## config.mk

```make
export PLATFORM = sky130hd
export DESIGN_NAME = serial_to_parallel_rx_flat
export DESIGN_NICKNAME = d
export VERILOG_FILES = /design/src/rtl/serial_to_parallel_rx_if.sv /design/src/rtl/serial_to_parallel_rx.sv /design/src/flat_wrapper.sv
export SDC_FILE = /design/constraint.sdc
export NUM_CORES = 1
export LEC_CHECK = 0
export BUFFER_PORTS_ARGS = -buffer_cell sky130_fd_sc_hd__buf_2
export CAP_MARGIN = 20
export CORE_AREA = 2 2 49 51
export DETAILED_ROUTE_END_ITERATION = 8
export DIE_AREA = 0 0 51 53
export PLACE_DENSITY = 0.74
export SLEW_MARGIN = 15
export SYNTH_ARGS = -nofsm -noshare
export SYNTH_HDL_FRONTEND = slang
export SYNTH_SLANG_ARGS = --single-unit
```

## constraint.sdc

```tcl
create_clock -name clk -period 1.8 [get_ports clk]
set_input_delay 0.27 -clock clk [delete_from_list [all_inputs] [get_ports clk]]
set_output_delay 0.27 -clock clk [all_outputs]
set_load 0.005 [all_outputs]
```

## src/rtl/serial_to_parallel_rx_if.sv

```systemverilog
// Serial receive link bundle: one serial input bit and the byte-rate outputs.
// The slave modport is the receiver side; the master side drives data_in and observes bytes.
interface serial_to_parallel_rx_if;
  logic       data_in;
  logic [7:0] data_out;
  logic       valid_out;
  logic       byte_strobe;
  logic       active;

  modport master (
    output data_in,
    input  data_out,
    input  valid_out,
    input  byte_strobe,
    input  active
  );

  modport slave (
    input  data_in,
    output data_out,
    output valid_out,
    output byte_strobe,
    output active
  );
endinterface

```

## src/rtl/serial_to_parallel_rx.sv

```systemverilog
// Comma-aligned 1-bit deserializer with lock detection, feeding the byte-rate demux.
// Optional feature macro SP_LOSS_DETECT_EN: drop lock after more than MAX_GAP non-comma bytes.
module serial_to_parallel_rx #(
  parameter logic [7:0]  COMMA      = 8'hBC,
  parameter int unsigned LOCK_COUNT = 4,
  parameter int unsigned MAX_GAP    = 16
) (
  input  logic                    clk,
  input  logic                    reset_L,
  serial_to_parallel_rx_if.slave  link
);

  typedef enum logic [1:0] {SEARCH, ALIGN, LOCKED} state_t;

  localparam logic [3:0] LOCK_CNT = LOCK_COUNT[3:0];

  if (LOCK_COUNT < 2 || LOCK_COUNT > 15) begin : g_bad_lock_count
    $error("LOCK_COUNT out of range 2..15");
  end
  if (MAX_GAP < 1 || MAX_GAP > 255) begin : g_bad_max_gap
    $error("MAX_GAP out of range 1..255");
  end

  state_t     state_reg;
  // Only the seven most recent bits are needed to form the candidate byte.
  logic [6:0] sr_reg;
  logic [2:0] bit_cnt_reg;
  logic [3:0] cc_reg;
  logic [7:0] data_out_reg;
  logic       valid_out_reg;
  logic       byte_strobe_reg;
  logic       active_reg;

  logic [7:0] nb;
  logic       boundary;

  assign nb       = {sr_reg, link.data_in};
  assign boundary = (bit_cnt_reg == 3'd7);

`ifdef SP_LOSS_DETECT_EN
  localparam logic [7:0] GAP_LIMIT = MAX_GAP[7:0];
  logic [7:0] gap_reg;
`endif

  always_ff @(posedge clk or negedge reset_L) begin
    if (!reset_L) begin
      state_reg       <= SEARCH;
      sr_reg          <= '0;
      bit_cnt_reg     <= '0;
      cc_reg          <= '0;
      data_out_reg    <= 8'h00;
      valid_out_reg   <= 1'b0;
      byte_strobe_reg <= 1'b0;
      active_reg      <= 1'b0;
`ifdef SP_LOSS_DETECT_EN
      gap_reg         <= '0;
`endif
    end else begin
      sr_reg          <= nb[6:0];
      bit_cnt_reg     <= bit_cnt_reg + 3'd1;
      byte_strobe_reg <= 1'b0;
      case (state_reg)
        SEARCH: begin
          // Bit-sliding: any bit position may start the first comma.
          if (nb == COMMA) begin
            bit_cnt_reg <= 3'd0;
            cc_reg      <= 4'd1;
            state_reg   <= ALIGN;
          end
        end
        ALIGN: begin
          if (boundary) begin
            if (nb == COMMA) begin
              cc_reg <= cc_reg + 4'd1;
              if (cc_reg + 4'd1 == LOCK_CNT) begin
                state_reg  <= LOCKED;
                active_reg <= 1'b1;
              end
            end else begin
              state_reg <= SEARCH;
              cc_reg    <= 4'd0;
            end
          end
        end
        LOCKED: begin
          if (boundary) begin
            if (nb == COMMA) begin
              byte_strobe_reg <= 1'b1;
              data_out_reg    <= 8'h00;
              valid_out_reg   <= 1'b0;
`ifdef SP_LOSS_DETECT_EN
              gap_reg         <= '0;
`endif
            end else begin
`ifdef SP_LOSS_DETECT_EN
              // The byte that would push the gap past the limit is discarded.
              if (gap_reg >= GAP_LIMIT) begin
                state_reg     <= SEARCH;
                active_reg    <= 1'b0;
                data_out_reg  <= 8'h00;
                valid_out_reg <= 1'b0;
                cc_reg        <= 4'd0;
                gap_reg       <= '0;
              end else begin
                gap_reg         <= gap_reg + 8'd1;
                byte_strobe_reg <= 1'b1;
                data_out_reg    <= nb;
                valid_out_reg   <= 1'b1;
              end
`else
              byte_strobe_reg <= 1'b1;
              data_out_reg    <= nb;
              valid_out_reg   <= 1'b1;
`endif
            end
          end
        end
        default: state_reg <= SEARCH;
      endcase
    end
  end

  assign link.data_out    = data_out_reg;
  assign link.valid_out   = valid_out_reg;
  assign link.byte_strobe = byte_strobe_reg;
  assign link.active      = active_reg;

endmodule

```

## src/flat_wrapper.sv

```systemverilog
// flat-port wrapper written by rule: the top's interface ports become plain ports
module serial_to_parallel_rx_flat 
#(
  parameter logic [7:0]  COMMA      = 8'hBC,
  parameter int unsigned LOCK_COUNT = 4,
  parameter int unsigned MAX_GAP    = 16
)
  (clk, reset_L, link_data_in, link_data_out, link_valid_out, link_byte_strobe, link_active);
  serial_to_parallel_rx_if link_i ();
  input  logic clk;
  input  logic reset_L;
  input wire logic [$bits(link_i.data_in)-1:0] link_data_in;
  output wire logic [$bits(link_i.data_out)-1:0] link_data_out;
  output wire logic [$bits(link_i.valid_out)-1:0] link_valid_out;
  output wire logic [$bits(link_i.byte_strobe)-1:0] link_byte_strobe;
  output wire logic [$bits(link_i.active)-1:0] link_active;
  assign link_i.data_in = link_data_in;
  assign link_data_out = link_i.data_out;
  assign link_valid_out = link_i.valid_out;
  assign link_byte_strobe = link_i.byte_strobe;
  assign link_active = link_i.active;
  serial_to_parallel_rx #(.COMMA(COMMA), .LOCK_COUNT(LOCK_COUNT), .MAX_GAP(MAX_GAP)) u_core (.clk(clk), .reset_L(reset_L), .link(link_i));
endmodule
```

==> impl_metrics.csv <==
group,metric,value,unit
routing,antenna_left,0,
floorplan,dieHeight,53,um
clock_tree,cts_buffer_depth,2,
synthesis,async_flop_share,100,%
global_routing,number_of_global_route_vias_before_repair,779,
synthesis,synthesis.nets,105,
critical_path,worst-setup-path-type,"flop to flop",
critical_path,timing.critical_path.arrival,1.71,ns
clock_tree,tritoncts.num_buffers,3,
timing,clock-skew-final,0.00730,ns
global_routing,grt_use_met3,3.95,%
floorplan,effective_utilization_at_floorplan,54.0,%
critical_path,critical_path.endpoint_type,"flop",
synthesis,yosysMostFrequentCell,"sky130_fd_sc_hd__dfrtp_1",
floorplan,core_area,0.00215,sq mm
routing,initialDrtViolationCount,8,
power,netSwitchingFraction,26.4,%
finish,synthToLayoutAreaGrowth,11.3,%
timing,layout_worst_path_cycle_share,83.9,%
clock_tree,clock-root-buffer,"sky130_fd_sc_hd__clkbuf_4",
routing,dr.pass1.iters,4,
routing,number_of_vias_in_the_routed_layout,767,
clock_tree,clkSlewWorstSetupHoldPaths,0.15,ns
timing,rsz_0062_raised_after_global_routing,"false",
floorplan,fp.dieW,51,um
power,power.density,850,mW/mm^2
global_routing,grt_antenna_before_repair,0,
power,power.switching,290,uW
routing,wl,1920,um
synthesis,ys_top_cells_by_count,"sky130_fd_sc_hd__dfrtp_1 (27), sky130_fd_sc_hd__nand2_1 (14), sky130_fd_sc_hd__o21ai_0 (6)",
routing,average_wire_per_standard_cell,13.4,um
routing,via_density_per_instance,5.36,
finish,final_layout_size_suffix_gt1_share,24.3,%
finish,largest_register_ffs,8,
outcome,outcome,"finished clean",
synthesis,synth.yosys.warnings,0,
timing,totalNegativeSetupSlack,0,ns
placement,port-buffer-count,13,
floorplan,core.rowCount,17,
synthesis,ys_dominant_reg_cell,"sky130_fd_sc_hd__dfrtp_1",
floorplan,io-pin-count,14,
timing,clock.fmax,662,MHz
finish,postLayoutCellArea,0.00129,sq mm
routing,drc,0,
global_routing,gr-max-usage-layer,"met2",
power,power.ir.vdd_worst,0.608,mV
synthesis,edff_count_synth,0,
floorplan,die_area,0.00270,sq mm
timing,worst_pin_slew,0.573,ns
global_routing,grt_max_degree,28,
global_routing,grt_pass1_wl,3380,um
clock_tree,htree_levels,1,
synthesis,synth.ff_latch_count,27,
timing,post-route-min-period,1.51,ns
clock_tree,cts.repair.resized,0,
global_routing,grt_use_met1,21.3,%
synthesis,synth.largest_area_cell,"sky130_fd_sc_hd__dfrtp_1",
power,power_frac_comb,12.6,%
timing,max_slew_violation_total_from_the_final_report,0,
clock_tree,worst_skew_pair.late_latency,0.32,ns
global_routing,globalRouteMet2Util,28.8,%
global_routing,grt_overflow,0,
power,power.share.sequential,63.7,%
synthesis,synth_seq_area_share,58.2,%
power,power.leakage,0.615,nW
timing,worst_slack,0.290,ns
synthesis,syn-cell-area,0.00116,sq mm
placement,finalWeightedCongestion,0.787,
synthesis,synthesis.area_per_instance,11.8,sq um
finish,design.final.nets,123,
global_routing,grt_use_total,17.1,%
power,power_report.internal_total,808,uW
worst_hold_path,hp-class,"primary input to flop",
timing,finalSetupViolations,0,
placement,placed_area,0.00125,sq mm
placement,pre_cts_ws,0.308,ns
timing,final_hold_viol_count,0,
synthesis,ys_top_cells_by_area,"sky130_fd_sc_hd__dfrtp_1 (58%), sky130_fd_sc_hd__nand2_1 (4.5%), sky130_fd_sc_hd__ha_1 (4.3%)",
synthesis,post_synth_inst_count,98,
power,clock_power_share,23.7,%
run,drv_cap,0,
critical_path,critical_path.startpoint_type,"flop",
clock_tree,tritoncts,"yes",
clock_tree,tritoncts_num_sinks,27,
finish,n_antenna_cell,0,
timing,max_slew_margin,61.8,%
critical_path,worst_ep_required_time,2.00,ns
synthesis,synthDistinctLibCells,34,
synthesis,synth_largest_type_area_fraction,58.2,%
placement,dp_hpwl,1430,um
critical_path,crit_path_max_fanout,8,
-- final timing paths --
| check | start | to | slack, ns | cells after the start |
|---|---|---|---|---|
| hold / removal | link_data_in | u_core.sr_reg[0]$_DFF_PN0_ | 0.08 | 1 |
| min in group asynchronous | reset_L | u_core.link.valid_out$_DFFE_PN0P_ | 0.46 | 2 |
| hold reg to reg | u_core.sr_reg[0]$_DFF_PN0_ | u_core.sr_reg[1]$_DFF_PN0_ | 0.42 | 0 |
| max in group asynchronous | reset_L | u_core.bit_cnt_reg[2]$_DFF_PN0_ | 0.96 | 2 |
| setup reg to reg | u_core.bit_cnt_reg[0]$_DFF_PN0_ | u_core.cc_reg[0]$_DFFE_PN0P_ | 0.29 | 6 |
| setup / recovery | u_core.bit_cnt_reg[0]$_DFF_PN0_ | u_core.cc_reg[0]$_DFFE_PN0P_ | 0.29 | 6 |
-- cell usage in the layout, fill, tap and decap left out --
cell type	n
sky130_fd_sc_hd__nor3_2	1
sky130_fd_sc_hd__nand4bb_4	1
sky130_fd_sc_hd__dlygate4sd3_1	1
sky130_fd_sc_hd__buf_4	1
sky130_fd_sc_hd__mux2_2	3
sky130_fd_sc_hd__o22ai_1	1
sky130_fd_sc_hd__nand4b_1	1
sky130_fd_sc_hd__nand3_1	1
sky130_fd_sc_hd__clkinvlp_4	1
sky130_fd_sc_hd__and3_1	1
sky130_fd_sc_hd__o21ai_0	6
sky130_fd_sc_hd__nor2b_1	3
sky130_fd_sc_hd__inv_1	5
sky130_fd_sc_hd__o2bb2ai_1	1
sky130_fd_sc_hd__dfrtp_1	27
sky130_fd_sc_hd__a21oi_4	1
sky130_fd_sc_hd__clkbuf_4	3
sky130_fd_sc_hd__o21bai_1	1
sky130_fd_sc_hd__o221ai_2	1
sky130_fd_sc_hd__or3_1	1
sky130_fd_sc_hd__ha_1	4
sky130_fd_sc_hd__inv_2	1
sky130_fd_sc_hd__nor3_1	3
sky130_fd_sc_hd__a21oi_1	2
sky130_fd_sc_hd__or2_1	1
sky130_fd_sc_hd__a21o_1	1
sky130_fd_sc_hd__nand2_1	14
sky130_fd_sc_hd__o211ai_1	1
sky130_fd_sc_hd__xnor2_1	1
sky130_fd_sc_hd__nand3_2	1
sky130_fd_sc_hd__nand4_1	2
sky130_fd_sc_hd__nand4b_2	1
sky130_fd_sc_hd__a32oi_1	1
sky130_fd_sc_hd__o22a_1	1
sky130_fd_sc_hd__nor2_1	5
sky130_fd_sc_hd__o31ai_1	2
sky130_fd_sc_hd__buf_2	13
-- routing by layer --
layer	wire [um]	vias up	share of wire (%)
met5	0	-	0
li1	-	378	-
met1	923	370	48
met4	28	0	1.5
met2	901	15	47
met3	65	4	3.4
-- cell type report --
class	count	area, sq um
timing repair buffer	15	82.6
inverter	6	22.5
fill	189	856
clock buffer	3	22.5
multi-input combinational	63	447
clock inverter	1	7.51
tap	28	35.0
sequential	27	676
-- cells by family after synthesis --
kind of cell | share of synthesized area [%]
buffers and inverters | 3.34
and+or+nand+nor | 18.3
DFF | 58.2
muxes | 2.91
adders and majority gates | 4.31
xor gates and xnor gates | 0.754
AOI/OAI and AO/OA | 12.2
-- through the flow --
stage               utilization (%)  hold WS, ns  total power [mW]  cells
floorplan                         -      -0.0256             0.803     98
global placement               58.3        0.302             0.839    138
detailed placement             58.3        0.303             0.844    138
CTS                            60.2       0.0744              1.10    143
global route                   60.2       0.0663              1.16    143
finish                         60.2       0.0769              1.10    143
-- what timing repair did --
action / CTS / global route
hold buffers: 1 / 0
buffers inserted: 0 / 0
endpoints found under the hold margin: 27 / 0
-- power by group through the flow --
stage	combinational [mW]	clock, mW	sequential (mW)
after floorplan	0.102	0	0.701
after global placement	0.129	0	0.709
after detailed placement	0.134	0	0.710
after CTS	0.140	0.266	0.698
after global routing	0.161	0.287	0.707
final	0.139	0.261	0.699
-- worst max-delay path, stage by stage, from the launching register on --
cell,delay (ns)
sky130_fd_sc_hd__dfrtp_1,0.37
sky130_fd_sc_hd__ha_1,0.15
sky130_fd_sc_hd__ha_1,0.31
sky130_fd_sc_hd__nor2b_1,0.25
sky130_fd_sc_hd__nor2_1,0.07
sky130_fd_sc_hd__a21oi_1,0.16
sky130_fd_sc_hd__a21oi_1,0.09
(Power assumes the default switching activity.)
